<file path="src/rtl/sum_uart_tx.sv">
// -----------------------------------------------------------------------------
// sum_uart_tx
//
// Purpose: downstream stage of the 8-bit operand adder. Sum bytes are taken in
// through a valid/ready handshake into a small FIFO and serialized as
// asynchronous UART frames (start, 8 data bits LSB first, stop) on tx.
//
// Optional feature: define SUM_UART_TX_PARITY_EN to insert an even-parity bit
// between the data bits and the stop bit (frame becomes 11 bit times).
//
// Parameters:
//   CLKS_PER_BIT  clock cycles per serial bit (>= 2)
//   FIFO_DEPTH    FIFO entries (power of two >= 2)
//
// Ports:
//   clk        system clock, all state changes on the rising edge
//   rst_n      asynchronous active-low reset
//   sum_in     sum byte from the adder stage
//   sum_valid  sum_in is valid this cycle
//   sum_ready  FIFO can accept a byte this cycle (registered level only)
//   tx         serial line, idle high, register output
//   busy       serializer is mid-frame
//   overflow   sticky: a byte was offered while the FIFO was full
//   level      current FIFO occupancy
// -----------------------------------------------------------------------------
module sum_uart_tx #(
  parameter int CLKS_PER_BIT = 104,
  parameter int FIFO_DEPTH   = 4
) (
  input  logic                          clk,
  input  logic                          rst_n,
  input  logic [7:0]                    sum_in,
  input  logic                          sum_valid,
  output logic                          sum_ready,
  output logic                          tx,
  output logic                          busy,
  output logic                          overflow,
  output logic [$clog2(FIFO_DEPTH):0]   level
);

  localparam int AW = $clog2(FIFO_DEPTH);
  localparam int LW = AW + 1;
  localparam int CW = $clog2(CLKS_PER_BIT);

  localparam logic [LW-1:0] LEVEL_FULL = LW'(FIFO_DEPTH);
  localparam logic [CW-1:0] BAUD_LAST  = CW'(CLKS_PER_BIT - 1);

  localparam logic [2:0] ST_IDLE   = 3'd0;
  localparam logic [2:0] ST_START  = 3'd1;
  localparam logic [2:0] ST_DATA   = 3'd2;
  localparam logic [2:0] ST_STOP   = 3'd3;
`ifdef SUM_UART_TX_PARITY_EN
  localparam logic [2:0] ST_PARITY = 3'd4;
`endif

  // FIFO storage is data only: it is never reset, clearing the pointers is
  // enough to discard its contents.
  logic [7:0]    mem_q [FIFO_DEPTH];
  logic [AW-1:0] wr_ptr_q, wr_ptr_d;
  logic [AW-1:0] rd_ptr_q, rd_ptr_d;
  logic [LW-1:0] level_q, level_d;
  logic          overflow_q, overflow_d;

  logic [2:0]    state_q, state_d;
  logic [CW-1:0] baud_q, baud_d;
  logic [2:0]    bit_q, bit_d;
  logic [7:0]    shift_q, shift_d;
  logic          tx_q, tx_d;
`ifdef SUM_UART_TX_PARITY_EN
  logic          parity_q, parity_d;
`endif

  logic       push;
  logic       pop;
  logic       bit_end;
  logic [7:0] head;

  assign head      = mem_q[rd_ptr_q];
  assign bit_end   = (baud_q == BAUD_LAST);
  assign sum_ready = (level_q != LEVEL_FULL);
  assign push      = sum_valid && sum_ready;
  // A new byte is fetched either from idle or in the final cycle of the stop
  // bit, which is what gives back-to-back frames with no idle gap.
  assign pop       = (level_q != '0) &&
                     ((state_q == ST_IDLE) || ((state_q == ST_STOP) && bit_end));

  // ---------------------------------------------------------------------------
  // FIFO bookkeeping
  // ---------------------------------------------------------------------------
  always_comb begin
    wr_ptr_d   = push ? wr_ptr_q + AW'(1) : wr_ptr_q;
    rd_ptr_d   = pop  ? rd_ptr_q + AW'(1) : rd_ptr_q;
    overflow_d = overflow_q || (sum_valid && !sum_ready);
    unique case ({push, pop})
      2'b10:   level_d = level_q + LW'(1);
      2'b01:   level_d = level_q - LW'(1);
      default: level_d = level_q;
    endcase
  end

  always_ff @(posedge clk) begin
    if (push) begin
      mem_q[wr_ptr_q] <= sum_in;
    end
  end

  // ---------------------------------------------------------------------------
  // Serializer FSM
  // ---------------------------------------------------------------------------
  always_comb begin
    state_d = state_q;
    baud_d  = bit_end ? '0 : baud_q + CW'(1);
    bit_d   = bit_q;
    shift_d = shift_q;
`ifdef SUM_UART_TX_PARITY_EN
    parity_d = parity_q;
    if (pop) begin
      parity_d = ^head;
    end
`endif
    unique case (state_q)
      ST_IDLE: begin
        baud_d = '0;
        if (pop) begin
          state_d = ST_START;
          shift_d = head;
        end
      end
      ST_START: begin
        if (bit_end) begin
          state_d = ST_DATA;
          bit_d   = 3'd0;
        end
      end
      ST_DATA: begin
        if (bit_end) begin
          shift_d = {1'b0, shift_q[7:1]};
          if (bit_q == 3'd7) begin
            bit_d = 3'd0;
`ifdef SUM_UART_TX_PARITY_EN
            state_d = ST_PARITY;
`else
            state_d = ST_STOP;
`endif
          end else begin
            bit_d = bit_q + 3'd1;
          end
        end
      end
`ifdef SUM_UART_TX_PARITY_EN
      ST_PARITY: begin
        if (bit_end) begin
          state_d = ST_STOP;
        end
      end
`endif
      ST_STOP: begin
        if (bit_end) begin
          if (pop) begin
            state_d = ST_START;
            shift_d = head;
          end else begin
            state_d = ST_IDLE;
          end
        end
      end
      default: begin
        state_d = ST_IDLE;
        baud_d  = '0;
      end
    endcase
  end

  // The line level is registered from the current state, so tx trails the FSM
  // by one cycle: the state leaves IDLE on the pop edge and tx falls one edge
  // later, keeping each bit exactly CLKS_PER_BIT cycles wide on the pin.
  always_comb begin
    tx_d = 1'b1;
    unique case (state_q)
      ST_START:  tx_d = 1'b0;
      ST_DATA:   tx_d = shift_q[0];
`ifdef SUM_UART_TX_PARITY_EN
      ST_PARITY: tx_d = parity_q;
`endif
      default:   tx_d = 1'b1;
    endcase
  end

  always_ff @(posedge clk or negedge rst_n) begin
    if (!rst_n) begin
      wr_ptr_q   <= '0;
      rd_ptr_q   <= '0;
      level_q    <= '0;
      overflow_q <= 1'b0;
      state_q    <= ST_IDLE;
      baud_q     <= '0;
      bit_q      <= 3'd0;
      tx_q       <= 1'b1;
    end else begin
      wr_ptr_q   <= wr_ptr_d;
      rd_ptr_q   <= rd_ptr_d;
      level_q    <= level_d;
      overflow_q <= overflow_d;
      state_q    <= state_d;
      baud_q     <= baud_d;
      bit_q      <= bit_d;
      tx_q       <= tx_d;
    end
  end

  // Shift register and parity only carry data; they are always loaded on pop
  // before they can reach the line.
  always_ff @(posedge clk) begin
    shift_q <= shift_d;
`ifdef SUM_UART_TX_PARITY_EN
    parity_q <= parity_d;
`endif
  end

  assign tx       = tx_q;
  assign busy     = (state_q != ST_IDLE);
  assign overflow = overflow_q;
  assign level    = level_q;

endmodule
</file>
<file path="config.mk">
export PLATFORM = sky130hd
export DESIGN_NAME = sum_uart_tx
export DESIGN_NICKNAME = d
export VERILOG_FILES = /design/src/rtl/sum_uart_tx.sv
export SDC_FILE = /design/constraint.sdc
export NUM_CORES = 1
export LEC_CHECK = 0
export ABC_CLOCK_PERIOD_IN_PS = 3300
export BUFFER_PORTS_ARGS = -buffer_cell sky130_fd_sc_hd__buf_2
export CAP_MARGIN = 20
export CORE_MARGIN = 2
export CORE_UTILIZATION = 41
export CTS_CLUSTER_SIZE = 40
export DETAILED_ROUTE_END_ITERATION = 6
export PLACE_DENSITY = 0.56
export RECOVER_POWER = 25
export SLEW_MARGIN = 10
export SYNTH_ARGS = -nofsm -noshare
export SYNTH_HDL_FRONTEND = slang
export SYNTH_SLANG_ARGS = --single-unit
</file>
<file path="constraint.sdc">
create_clock -name clk -period 3.3 [get_ports clk]
set_clock_uncertainty 0.05 [all_clocks]
set_input_delay 0.33 -clock clk [delete_from_list [all_inputs] [get_ports clk]]
set_output_delay 0.33 -clock clk [all_outputs]
set_load 0.01 [all_outputs]
</file>
==> impl_metrics.ini <==
[yosys]
yosysMostFrequentCell = edfxtp_1
yosys_most_used_dff = edfxtp_1
synth_top_cell_by_area = edfxtp_1
yosysSeqAreaShare_pct = 63.6
synth.distinct_cells = 35
syn_nets = 212
yosysWarnings = 0
yosys-top-cells-area = edfxtp_1, dfrtp_1, mux4_2, ha_1, o21ai_0
ys_top_cells_by_count = edfxtp_1, dfrtp_1, o21ai_0
avgSynthCellArea_um2 = 14.5
synth_top_cell_area_share_pct = 44.2
synth_cells = 188
synth_edf_count = 40
synth_seq_cells = 61
synth.cell_area_mm2 = 0.00272
synthArstFlopShare_pct = 34.4

[floorplan]
core.rowCount = 29
start_util_pct = 42.6
die_area_mm2 = 0.00730
die_y_um = 85.4
die_w_um = 85.4
core-area_mm2 = 0.00639
ios = 18

[power]
net-switching-power_uw = 933
combPwrFrac_pct = 32.6
peakVddDrop_v = 0.000363
internal_power_mw = 1.74
switching_share_pct = 34.9
p_leak_nw = 1.16
p_seq_share_pct = 46.6
power_density_mw_per_mm2 = 884
pwr-share-clk_pct = 20.8

[setup_path]
cp_top_family = adder cells
crit_type = flop to flop
path_cells = inv_1 > ha_1 > o31a_1 > a41oi_2 > inv_1 > ha_1 > inv_1 > fa_1 > xor2_1 > nor2_1 > xor2_1
worstSetupEndpointType = flop
path_common_cell = inv_1
crit_slowest_cell = dfrtp_1
crit_arrival_ns = 2.81
critPathMaxStageDelay_ns = 0.42
crit_path_start_kind = flop
crit_required_ns = 3.49
path_buf_inv = 3
path_max_fanout = 11

[place]
place_worst_setup_slack_ns = 0.669
gp_congestion = 0.718
io_buffers = 17
dp_hpwl_um = 3420
placed_area_mm2 = 0.00286

[finish]
area_delta_synth_final_pct = 11.4
drive_gt1_share_pct = 17.7
fin_util_pct = 47.4
fillers = 593
nets = 234
num_antenna_cells = 0
design_area_mm2 = 0.00303

[cts]
clock_latency_ns = 0.33
post_cts_resized = 0
clk_root_buffer_cell = clkbuf_8
clk_pin_slew_worst_paths_ns = 0.07
cts_tree = done
htreeDepth = 3
cts.sinks = 61
postCtsSetupRepairBufs = 0
cts_buffers = 9
cts_buffer_depth = 2

[grt]
grt_max_degree = 26
overflow = 0
antenna_found_initial = 0
track_usage_pct = 15.3
first_global_vias = 1699
grt_pass1_wl_um = 8360

[timing]
slew_viol_final = 0
clock.fmax_mhz = 383
maxSlewHeadroom_pct = 46.8
rsz0062_at_grt = false
setup_tns_ns = 0
finalCritPeriodShare_pct = 79.2
worst_slew_pin_slew_ns = 0.797
setup_slack_ns = 0.687
hold_viol_final = 0
setup_viol = 0
period_needed_ns = 2.61

[job]
maxCapViolCount = 0

[worst_hold_path]
hp-class = primary input to flop

[routing]
vias = 1515
postRouteAntennaNets = 0
drt_wl_total_um = 4890
drtIter0Drc = 94
drc = 0
first_pass_iters = 4
wl_per_cell_um = 16.7
via_per_inst = 5.19

[run_status]
status = finished, final reports clean
[logic make-up after synthesis]
kind of cell    synth area share, %
compound gates                 6.72
xor+xnor                       3.22
fa+ha+maj                      6.26
buf+inv                        2.81
flops                          63.6
mux                            8.19
simple gates                   9.25
[sequential cells by signal, summed over array words and instances (netlist names)]
register,flops
bit_q,3
rd_ptr_q,2
overflow,1
baud_q,7
wr_ptr_q,2
mem_q,32
tx,1
shift_q,8
level,3
state_q,2
[cells in the final DEF, fill, tap and decap left out, types with 6 or more instances in the layout]
| cell | instances |
|---|---|
| nor2_1 | 6 |
| ha_1 | 12 |
| nand2_1 | 12 |
| nand2b_1 | 9 |
| buf_2 | 9 |
| dfrtp_1 | 20 |
| and3_1 | 6 |
| clkbuf_8 | 9 |
| mux4_2 | 8 |
| o21ai_0 | 14 |
| xnor2_1 | 6 |
| edfxtp_1 | 40 |
| inv_1 | 10 |
| clkbuf_1 | 9 |
[stage by stage]
stage / power, mW / hold slack (ns) / std cells
global placement: 2.09 / 0.269 / 275
finish: 2.68 / 0.200 / 292
CTS: 2.72 / 0.145 / 292
detailed placement: 2.16 / 0.282 / 275
floorplan: 1.89 / -0.0156 / 188
global route: 2.89 / 0.216 / 292
[what timing repair did]
action,4_1_cts,5_1_grt
hold endpoints to repair,20,0
endpoints found under the setup margin,0,0
hold buffers,1,0
[cell type report]
cell class	instances	area [µm²]	share of cell area [%]
well taps	77	96.3	3.18
multi-input cells	110	915	30.2
clock buffers	10	128	4.21
clock inverters	6	38.8	1.28
inverters	10	37.5	1.24
flip-flops and latches	61	1730	57.1
repair buffers	18	85.1	2.81
[path summary, 6_finish.rpt]
kind	startpoint	endpoint	slack, ns	depth (start not counted)
worst min register to register	baud_q[0]$_DFF_PN0_	baud_q[0]$_DFF_PN0_	0.43	1
worst max-delay path	state_q[0]$_DFFE_PN0P_	level[2]$_DFFE_PN0P_	0.69	11
worst max register to register	state_q[0]$_DFFE_PN0P_	level[2]$_DFFE_PN0P_	0.69	11
min in group asynchronous	rst_n	bit_q[2]$_DFFE_PN0P_	0.44	2
max in group asynchronous	rst_n	tx$_DFF_PN1_	2.40	2
worst min-delay path	sum_in[5]	mem_q[3][5]$_DFFE_PP_	0.20	1
[metal layers]
layer,share of wire [%],routed length (µm),GRT usage (%)
met1,43,2120,19.3
met2,52,2560,25.1
met3,2.3,111,3.21
met4,1.9,91,7.36
met5,0,0,0
[power groups by stage]
stage          Clock [mW]  Combinational, mW  Sequential [mW]
5_1_grt             0.608              0.994             1.29
3_5_place_dp            0              0.889             1.27
6_report            0.556              0.873             1.25
2_1_floorplan           0              0.712             1.18
3_3_place_gp            0              0.845             1.25
4_1_cts             0.570              0.895             1.25
Note: power is estimated with default switching activity, not from simulation.
